### src/rtl/bcd_display_feeder.sv
// Sequential double-dabble binary-to-BCD converter feeding a seven-segment controller.
// Produces packed BCD digits, leading-zero-blanked digit enables and an overflow marker.
module bcd_display_feeder #(
  parameter int unsigned VALUE_WIDTH   = 20,
  parameter int unsigned DIGITS        = 6,
  parameter int unsigned MAX_VALUE     = 999999,
  parameter int unsigned BLANK_LEADING = 1
) (
  input  logic                   clk_i,
  input  logic                   rst_i,
  input  logic                   start_i,
  input  logic [VALUE_WIDTH-1:0] value_i,
  input  logic [DIGITS-1:0]      digit_mask_i,
  output logic [4*DIGITS-1:0]    data_o,
  output logic [DIGITS-1:0]      display_enables_o,
  output logic                   busy_o,
  output logic                   done_o,
  output logic                   overflow_o
);

  localparam int unsigned AccW = 4 * DIGITS;
  localparam int unsigned CntW = (VALUE_WIDTH > 1) ? $clog2(VALUE_WIDTH) : 1;
  localparam logic [VALUE_WIDTH-1:0] MaxVal  = VALUE_WIDTH'(MAX_VALUE);
  localparam logic [CntW-1:0]        LastCnt = CntW'(VALUE_WIDTH - 1);

  localparam logic [1:0] StIdle  = 2'd0;
  localparam logic [1:0] StShift = 2'd1;
  localparam logic [1:0] StDone  = 2'd2;

  logic [1:0]             state_q, state_d;
  logic [VALUE_WIDTH-1:0] val_q, val_d;
  logic [AccW-1:0]        acc_q, acc_d;
  logic [CntW-1:0]        cnt_q, cnt_d;
  logic                   ovf_pend_q, ovf_pend_d;
  logic [AccW-1:0]        data_q, data_d;
  logic [DIGITS-1:0]      en_q, en_d;
  logic                   ovf_q, ovf_d;
  logic                   done_q, done_d;

  logic [AccW-1:0]             acc_adj;
  logic [AccW+VALUE_WIDTH-1:0] shift_w;
  logic [DIGITS-1:0]           en_calc;
  logic                        nz_above;

  // Add-3 correction on every digit in parallel before the shift.
  always_comb begin
    acc_adj = acc_q;
    for (int i = 0; i < int'(DIGITS); i++) begin
      if (acc_q[4*i +: 4] >= 4'd5) begin
        acc_adj[4*i +: 4] = acc_q[4*i +: 4] + 4'd3;
      end
    end
    shift_w = {acc_adj, val_q} << 1;
  end

  // Digit i lit when any digit at or above it is nonzero; digit 0 always lit.
  always_comb begin
    nz_above = 1'b0;
    en_calc  = '0;
    for (int i = int'(DIGITS) - 1; i > 0; i--) begin
      nz_above   = nz_above | (acc_q[4*i +: 4] != 4'd0);
      en_calc[i] = nz_above | (BLANK_LEADING == 0);
    end
    en_calc[0] = 1'b1;
  end

  always_comb begin
    state_d    = state_q;
    val_d      = val_q;
    acc_d      = acc_q;
    cnt_d      = cnt_q;
    ovf_pend_d = ovf_pend_q;
    data_d     = data_q;
    en_d       = en_q;
    ovf_d      = ovf_q;
    done_d     = 1'b0;
    case (state_q)
      StIdle: begin
        if (start_i) begin
          val_d      = value_i;
          ovf_pend_d = (value_i > MaxVal);
          acc_d      = '0;
          cnt_d      = '0;
          state_d    = StShift;
        end
      end
      StShift: begin
        acc_d = shift_w[AccW+VALUE_WIDTH-1:VALUE_WIDTH];
        val_d = shift_w[VALUE_WIDTH-1:0];
        cnt_d = cnt_q + 1'b1;
        if (cnt_q == LastCnt) begin
          state_d = StDone;
        end
      end
      StDone: begin
        data_d  = ovf_pend_q ? '1 : acc_q;
        en_d    = ovf_pend_q ? '1 : en_calc;
        ovf_d   = ovf_pend_q;
        done_d  = 1'b1;
        state_d = StIdle;
      end
      default: state_d = StIdle;
    endcase
  end

  always_ff @(posedge clk_i or posedge rst_i) begin
    if (rst_i) begin
      state_q    <= StIdle;
      val_q      <= '0;
      acc_q      <= '0;
      cnt_q      <= '0;
      ovf_pend_q <= 1'b0;
      data_q     <= '0;
      en_q       <= '0;
      ovf_q      <= 1'b0;
      done_q     <= 1'b0;
    end else begin
      state_q    <= state_d;
      val_q      <= val_d;
      acc_q      <= acc_d;
      cnt_q      <= cnt_d;
      ovf_pend_q <= ovf_pend_d;
      data_q     <= data_d;
      en_q       <= en_d;
      ovf_q      <= ovf_d;
      done_q     <= done_d;
    end
  end

  assign data_o            = data_q;
  assign display_enables_o = en_q & digit_mask_i;
  assign busy_o            = (state_q != StIdle);
  assign done_o            = done_q;
  assign overflow_o        = ovf_q;

endmodule

### config.mk
export PLATFORM = sky130hd
export DESIGN_NAME = bcd_display_feeder
export DESIGN_NICKNAME = d
export VERILOG_FILES = /design/src/rtl/bcd_display_feeder.sv
export SDC_FILE = /design/constraint.sdc
export NUM_CORES = 1
export LEC_CHECK = 0
export ABC_CLOCK_PERIOD_IN_PS = 3500
export CORE_MARGIN = 3
export CORE_UTILIZATION = 54
export DETAILED_ROUTE_END_ITERATION = 10
export PLACE_DENSITY = 0.91
export SLEW_MARGIN = 20
export SYNTH_ARGS = -nofsm -noshare
export SYNTH_HDL_FRONTEND = slang
export SYNTH_SLANG_ARGS = --single-unit
### constraint.sdc
create_clock -name clk_i -period 3.5 [get_ports clk_i]
set_clock_uncertainty 0.15 [all_clocks]
set_input_delay 0.7 -clock clk_i [delete_from_list [all_inputs] [get_ports clk_i]]
set_output_delay 0.7 -clock clk_i [all_outputs]
set_load 0.02 [all_outputs]
==> results.rst, run 1 <==
.. list-table::
   :header-rows: 1

   * - Metric
     - Value
   * - Top fanout value on the critical path
     - 1
   * - Sequential area share after synthesis
     - 53.4%
   * - DP HPWL
     - 5.46 mm
   * - Global-route wire length before repair
     - 13.7 mm
   * - Cell count of the worst reg-to-reg path
     - 4
   * - Total Routing Usage GR
     - 20.2%
   * - Number of max-cap violations
     - 0
   * - VDD IR-drop max
     - 0.510 mV
   * - Leakage component of the power
     - 2.25 nW
   * - Initial antenna violation count
     - 0
   * - Final hold violation count
     - 0
   * - Post-CTS Hold Fix Bufs
     - 0
   * - Footprint of the multi-input gates
     - 1670 um^2
   * - CP Launch Type
     - input port
   * - Kind of critical path
     - in -> out
   * - Normalized max-slew margin
     - 44.2%
   * - Final estimated routing congestion in global placement
     - 0.822
   * - Effective utilization at floorplan
     - 56.7%
   * - Setup Fix Bufs, Post-CTS
     - 0
   * - Remaining number of nets flagged by the antenna check after routing
     - 0
   * - Setup Total Neg Slack
     - 0 ns
   * - Most frequent standard cell in the layout excluding fill and tap cells
     - dfrtp_1
   * - Via density
     - 5.55
   * - Power dissipated by switching net loads
     - 1.64 mW
   * - Floorplan core area
     - 6940 um^2
   * - Register area
     - 2100 um^2
   * - Die height
     - 91.4 um
   * - Fraction of power spent switching nets
     - 39.7%
   * - Worst Max-Slew Pin Slew
     - 0.837 ns
   * - Share of final-layout standard cells stronger than drive strength 1
     - 5.39%
   * - Max frequency
     - 369 MHz
   * - Number of I/O pins
     - 62
   * - First DRT Iteration DRCs
     - 180
   * - Inserted Clock Buffers
     - 9
   * - Total routed wirelength
     - 7.95 mm
   * - Layout fillers
     - 537
   * - Number of H-tree levels
     - 3
   * - Top-area cell type share of the netlist area
     - 53.4%
   * - Commonest cells after routing, fill and taps aside
     - 84 x dfrtp_1, 80 x nand2_1, 61 x clkdlybuf4s50_1, 34 x o21ai_0, 33 x nor2_1
   * - Destination of the worst hold path
     - data_o[17]
   * - Total die area
     - 8350 um^2
   * - Clock sink total
     - 84
   * - Arrival time of the worst setup path
     - 1.86 ns
   * - Post-cts sizing count
     - 0
   * - Die width
     - 91.4 um
   * - Result of the run
     - finished clean
   * - Cell row count
     - 30
   * - RSZ-0062 raised after global routing
     - no
   * - Worst-path clk slew
     - 0.08 ns
   * - Post-detailed-route DRC marker count
     - 0
   * - Share of synthesized flip-flops with an asynchronous set or reset
     - 100%
   * - Maximum number of pins on one net before global-route repair
     - 48
   * - Total nets after synthesis
     - 449
   * - Gate count after technology mapping
     - 402
   * - Number of buffers added on ports
     - 61
   * - Power share of the combinational group
     - 45.0%
   * - Total gr overflow
     - 0
   * - Number of distinct library cells after synthesis
     - 37
   * - Number of enable-type register cells in the synthesized netlist
     - 0
   * - Part of the power in registers
     - 40.5%
   * - Reg-to-reg slack, setup
     - 1.34 ns
   * - Cell types with the largest area share after synthesis
     - dfrtp_1 53%, nand2_1 7.6%, ha_1 5.7%, o21ai_0 4.3%, o22ai_1 3.7%
   * - Count of pins over their slew limit
     - 0
   * - Prevailing post-synth register cell
     - dfrtp_1
   * - Kind of end point of the critical path
     - output port
   * - Deepest clock path buffer count
     - 2
   * - YS warnings
     - 0
   * - Routed length per instance
     - 14.2 um
   * - Critical path required time
     - 2.65 ns
   * - CTS tree
     - done
   * - Total inserted antenna cells
     - 0
   * - Number of storage elements in the synthesis netlist
     - 84
   * - Beginning of the worst hold path
     - data_o[17]
   * - Detailed-router iteration count before antenna repair
     - 4
   * - Worst hold path cell count
     - 2
   * - Clk network pwr share
     - 14.5%
   * - Power per unit of standard cell area
     - 866 nW/um^2
   * - Internal Pwr Total
     - 2.49 mW
   * - Clock insertion delay at the later pin of the skew report
     - 0.35 ns
   * - Worst flop-to-flop path endpoint
     - en_q[1]
   * - Post-route clock period utilization
     - 77.4%
   * - Clock tree root buffer cell
     - clkbuf_8
   * - Hold slack final
     - 0.321 ns
   * - Syn Area/Cell
     - 9.79 um^2
   * - Startpoint of the worst register-to-register path
     - ovf_pend_q
   * - Time the final worst path needs with I/O delays and setup
     - 2.71 ns
   * - Vias after detailed routing
     - 3106
   * - Biggest area consumer among synthesized cells
     - dfrtp_1
   * - Hold/Removal Path Class
     - reg -> reg
   * - Post-Syn Area
     - 3940 um^2
   * - Vias in the first global route
     - 3006
   * - Setup-failing EPs final
     - 0
   * - Synthesis-to-finish area growth
     - 21.2%
   * - Nets
     - 506
-- power groups by stage --
stage	logic [mW]	clock network [mW]	registers [mW]
2_1_floorplan	1.30	0	1.70
3_3_place_gp	1.77	0	1.66
3_5_place_dp	1.86	0	1.69
4_1_cts	1.87	0.608	1.67
5_1_grt	2.07	0.647	1.73
6_report	1.86	0.598	1.67
-- critical path: stages --
cell             delay, ns
clkdlybuf4s50_1       0.45
and2_1                0.11
clkdlybuf4s50_1       0.60
-- kinds of logic (layout without fill, tap and decap cells) --
family | after synthesis | in the layout | synth area share (%)
simple gates | 152 | 152 | 17.5
xor+xnor | 8 | 8 | 1.78
fa+ha+maj | 18 | 18 | 5.72
mux | 6 | 6 | 1.53
flops | 84 | 84 | 53.4
compound gates | 98 | 98 | 15.9
buf+inv | 36 | 98 | 4.23
-- flip-flops by register name, summed over array words and instances, names as in the netlist --
name and count:
acc_q 24, data_o 24, overflow_o 1, ovf_pend_q 1, cnt_q 5, done_o 1, val_q 20, state_q 2
en_q 6
-- synthesized netlist by cell type (all sizes together), types with 2 or more instances --
| master | instances |
|---|---|
| buf | 15 |
| and2 | 7 |
| nand3 | 5 |
| o21ai | 36 |
| a32o | 6 |
| a22o | 6 |
| o22ai | 23 |
| ha | 18 |
| nor3b | 5 |
| nor3 | 3 |
| dfrtp | 84 |
| a21oi | 10 |
| inv | 14 |
| nor2 | 33 |
| mux2i | 6 |
| nand4 | 3 |
| xor2 | 2 |
| nand2 | 81 |
| clkbuf | 7 |
| nand2b | 9 |
| o31ai | 7 |
| a22oi | 6 |
| xnor2 | 6 |
-- layout make-up --
cell class              count  share of cell area [%]
clock inverters             2                   0.210
clock buffers              14                    3.20
repair buffers             68                    13.9
multi-input cells         282                    35.0
flip-flops and latches     84                    44.1
inverters                  14                    1.13
well taps                  96                    2.52
-- per-layer routing --
metal | up-vias | track usage [%] | wire (um)
li1 | 1504 | - | -
met4 | 0 | 9.05 | 169
met2 | 89 | 35.0 | 3970
met5 | - | 0 | 0
met3 | 16 | 3.81 | 379
met1 | 1497 | 24.4 | 3430
-- worst max-delay path by stage --
stage	start	end	slack [ns]	depth (start not counted)
floorplan	rst_i	acc_q[0]	0.48	1
global placement	digit_mask_i[1]	display_enables_o[1]	0.80	3
detailed placement	start_i	val_q[6]	0.77	6
CTS	digit_mask_i[5]	display_enables_o[5]	0.77	3
global route	digit_mask_i[3]	display_enables_o[3]	0.72	3
finish	digit_mask_i[5]	display_enables_o[5]	0.79	3
-- through the flow --
stage | area [um^2] | setup slack (ns) | total power, mW | cells | util [%]
after global routing | 4770 | 0.715 | 4.45 | 560 | 68.7
after CTS | 4770 | 0.775 | 4.15 | 560 | 68.7
final | 4770 | 0.791 | 4.13 | 560 | 68.7
after detailed placement | 4610 | 0.768 | 3.54 | 544 | 66.3
after global placement | 4610 | 0.795 | 3.43 | 544 | 66.3
after floorplan | 3940 | 0.485 | 3.00 | 402 | -
No activity file was read; power rests on OpenSTA's default activity.
==> run 2, diff against run 1 <==
- ABC_CLOCK_PERIOD_IN_PS: 3500 -> 2830
- clock period: 3.5 -> 2.83 ns (I/O delays scaled with it)
==> run 2 against run 1 <==
Compared with the run above:
- critical path depth is the same
- count of clock-buffer cells in the layout is 4 lower
- die area unchanged
- worst setup slack worse by 0.41 ns
- combinational power is 25% higher
- routed wire length up 6.3%
- sequential cell count is the same
- via count is essentially flat
- highest routed layer unchanged
==> results.rst, run 2 (synthesis gave the netlist of run 1 again) <==
.. list-table::
   :header-rows: 1

   * - Metric
     - Value
   * - Result of the run
     - finished clean
   * - Total die area
     - 8350 um^2 (unchanged)
   * - Initial antenna violation count
     - 0 (unchanged)
   * - CP Launch Type
     - input port
   * - Arrival time of the worst setup path
     - 1.73 ns (-0.13 ns)
   * - Footprint of the multi-input gates
     - 1670 um^2 (unchanged)
   * - Total routed wirelength
     - 8.45 mm (+6.3%)
   * - Power dissipated by switching net loads
     - 2.12 mW (+29%)
   * - Setup-failing EPs final
     - 0 (unchanged)
   * - Global-route met2 utilization
     - 38.2% (+3.2 points)
   * - Post-placement setup slack
     - 0.353 ns (-0.416 ns)
   * - Share of final-layout standard cells stronger than drive strength 1
     - 6.65% (+1.3 points)
   * - Post-route clock period utilization
     - 86.4%
   * - Leakage component of the power
     - 2.28 nW (+1.0%)
   * - Vias in the first global route
     - 3168 (+5.4%)
   * - Number of buffers added on ports
     - 61 (unchanged)
   * - Fraction of power spent switching nets
     - 40.7% (+0.95 points)
   * - Slowest stage delay, CP
     - 0.60 ns (about the same)
   * - Die width
     - 91.4 um (unchanged)
   * - Critical Path, Cell by Cell
     - clkdlybuf4s50_1 > and2_1 > clkdlybuf4s50_1
   * - Clk network pwr share
     - 15.4% (+0.9 points)
   * - Time the final worst path needs with I/O delays and setup
     - 2.45 ns
   * - Power share of the combinational group
     - 44.6% (-0.4 points)
   * - Total Routing Usage GR
     - 21.4% (+1.2 points)
   * - CTS tree
     - done
   * - Final design instance area without fill
     - 4820 um^2 (+1.0%)
   * - Routed length per instance
     - 15.0 um (+5.9%)
   * - Cell row count
     - 30 (unchanged)
   * - Global-route wire length before repair
     - 14.4 mm (+5.3%)
   * - Register area
     - 2100 um^2 (unchanged)
   * - Worst Max-Slew Pin Slew
     - 0.882 ns (+0.0448 ns)
   * - DP HPWL
     - 5.77 mm (+5.7%)
   * - Clock insertion delay at the later pin of the skew report
     - 0.36 ns (about the same)
   * - Post-detailed-route DRC marker count
     - 0 (unchanged)
   * - Total inserted antenna cells
     - 0 (unchanged)
   * - Floorplan core area
     - 6940 um^2 (unchanged)
   * - Met1 track demand over resource in global routing
     - 25.1% (+0.70 points)
   * - Setup Total Neg Slack
     - 0 ns (unchanged)
   * - Cell occurring most often along the worst timing path
     - clkdlybuf4s50_1
   * - Critical-path top delay cell
     - clkdlybuf4s50_1
   * - Layout fillers
     - 510 (-5.0%)
   * - Clock tree root buffer cell
     - clkbuf_8
   * - Detailed-router iteration count before antenna repair
     - 4 (unchanged)
   * - Max frequency
     - 409 MHz
   * - Kind of critical path
     - in -> out
   * - Layer with the highest usage after global routing
     - met2
   * - Fin worst setup slack
     - 0.384 ns (-0.407 ns)
   * - Placed inst area
     - 4640 um^2 (+0.65%)
   * - Overall power
     - 5.21 mW (+26%)
   * - Post-cts sizing count
     - 0 (unchanged)
   * - Part of the power in registers
     - 39.9% (-0.6 points)
   * - Clock sink total
     - 84 (unchanged)
   * - Setup Fix Bufs, Post-CTS
     - 0 (unchanged)
   * - Kind of end point of the critical path
     - output port
   * - Synthesis-to-finish area growth
     - 22.4%
   * - Number of I/O pins
     - 62 (unchanged)
   * - Top fanout value on the critical path
     - 1 (unchanged)
   * - Normalized max-slew margin
     - 41.0% (-3.2 points)
   * - Deepest clock path buffer count
     - 2 (unchanged)
   * - Nets
     - 508 (+0.40%)
   * - Commonest cells after routing, fill and taps aside
     - 84 x dfrtp_1, 80 x nand2_1, 61 x clkdlybuf4s50_1, 34 x o21ai_0, 33 x nor2_1
   * - Remaining number of nets flagged by the antenna check after routing
     - 0 (unchanged)
   * - Worst-path clk slew
     - 0.09 ns (about the same)
   * - Maximum number of pins on one net before global-route repair
     - 37 (-23%)
   * - Hold/Removal Path Class
     - reg -> reg
   * - Internal Pwr Total
     - 3.09 mW (+24%)
   * - Die height
     - 91.4 um (unchanged)
   * - Global Route met3 Usage
     - 4.64% (+0.83 points)
   * - Total gr overflow
     - 0 (unchanged)
   * - RSZ-0062 raised after global routing
     - no
   * - Final estimated routing congestion in global placement
     - 0.837 (+1.9%)
   * - First DRT Iteration DRCs
     - 229 (+27%)
   * - Number of max-cap violations
     - 0 (unchanged)
   * - CP bufs+invs
     - 2 (unchanged)
   * - Gate family responsible for the most delay along the worst path
     - buffers and inverters
   * - Power per unit of standard cell area
     - 1080 nW/um^2 (+25%)
   * - VDD IR-drop max
     - 0.761 mV (+49%)
   * - Critical path required time
     - 2.11 ns (-0.54 ns)
   * - Via density
     - 5.52 (-0.45%)
   * - Post-CTS Hold Fix Bufs
     - 0 (unchanged)
   * - Final hold violation count
     - 0 (unchanged)
   * - Count of pins over their slew limit
     - 0 (unchanged)
   * - Number of H-tree levels
     - 3 (unchanged)
   * - Most frequent standard cell in the layout excluding fill and tap cells
     - dfrtp_1
   * - Inserted Clock Buffers
     - 9 (unchanged)
   * - Vias after detailed routing
     - 3103 (-0.097%)
   * - Effective utilization at floorplan
     - 56.7% (unchanged)
[run 2: cell types whose count changed in the layout (fill, tap and decap cells not counted)]
cell        change
buf_12          +1
buf_4           +1
clkbuf_1        -4
clkinv_2        -1
clkinvlp_4      +1
inv_6           +4
[run 2: power groups by stage]
stage	clock network (mW)	logic, mW	registers (mW)
after floorplan	0	1.60	2.10
after global placement	0	2.20	2.05
after detailed placement	0	2.33	2.09
after CTS	0.821	2.35	2.08
after global routing	0.872	2.58	2.15
final	0.805	2.33	2.08
[run 2: worst paths after layout]
path	startpoint	to	slack, ns	cells after the start
max	digit_mask_i[0]	display_enables_o[0]	0.38	3
min in group asynchronous	rst_i	val_q[14]	0.37	2
max reg2reg	ovf_pend_q	en_q[1]	0.64	4
max in group asynchronous	rst_i	data_o[16]	1.56	3
min reg2reg	en_q[0]	en_q[0]	0.31	1
min	en_q[0]	en_q[0]	0.31	1
[run 2: routing by layer]
layer	share of wire (%)	vias to the layer above
met2	51	95
met1	42	1485
li1	-	1509
met3	5.4	14
met5	0	-
met4	1.6	0
[run 2: area by class of cell]
class,count,share of cell area [%]
Clock inverter,6,0.935
Clock buffer,10,2.86
Inverter,14,1.17
Sequential cell,84,43.6
Tap cell,96,2.49
Multi-Input combinational cell,282,34.6
Timing Repair Buffer,70,14.3
[run 2: per-stage QoR]
stage               utilization [%]  cells  hold slack [ns]
floorplan                         -    402            0.275
global placement               66.8    546            0.292
detailed placement             66.8    546            0.294
CTS                            69.4    562            0.320
global route                   69.4    562            0.348
finish                         69.4    562            0.313
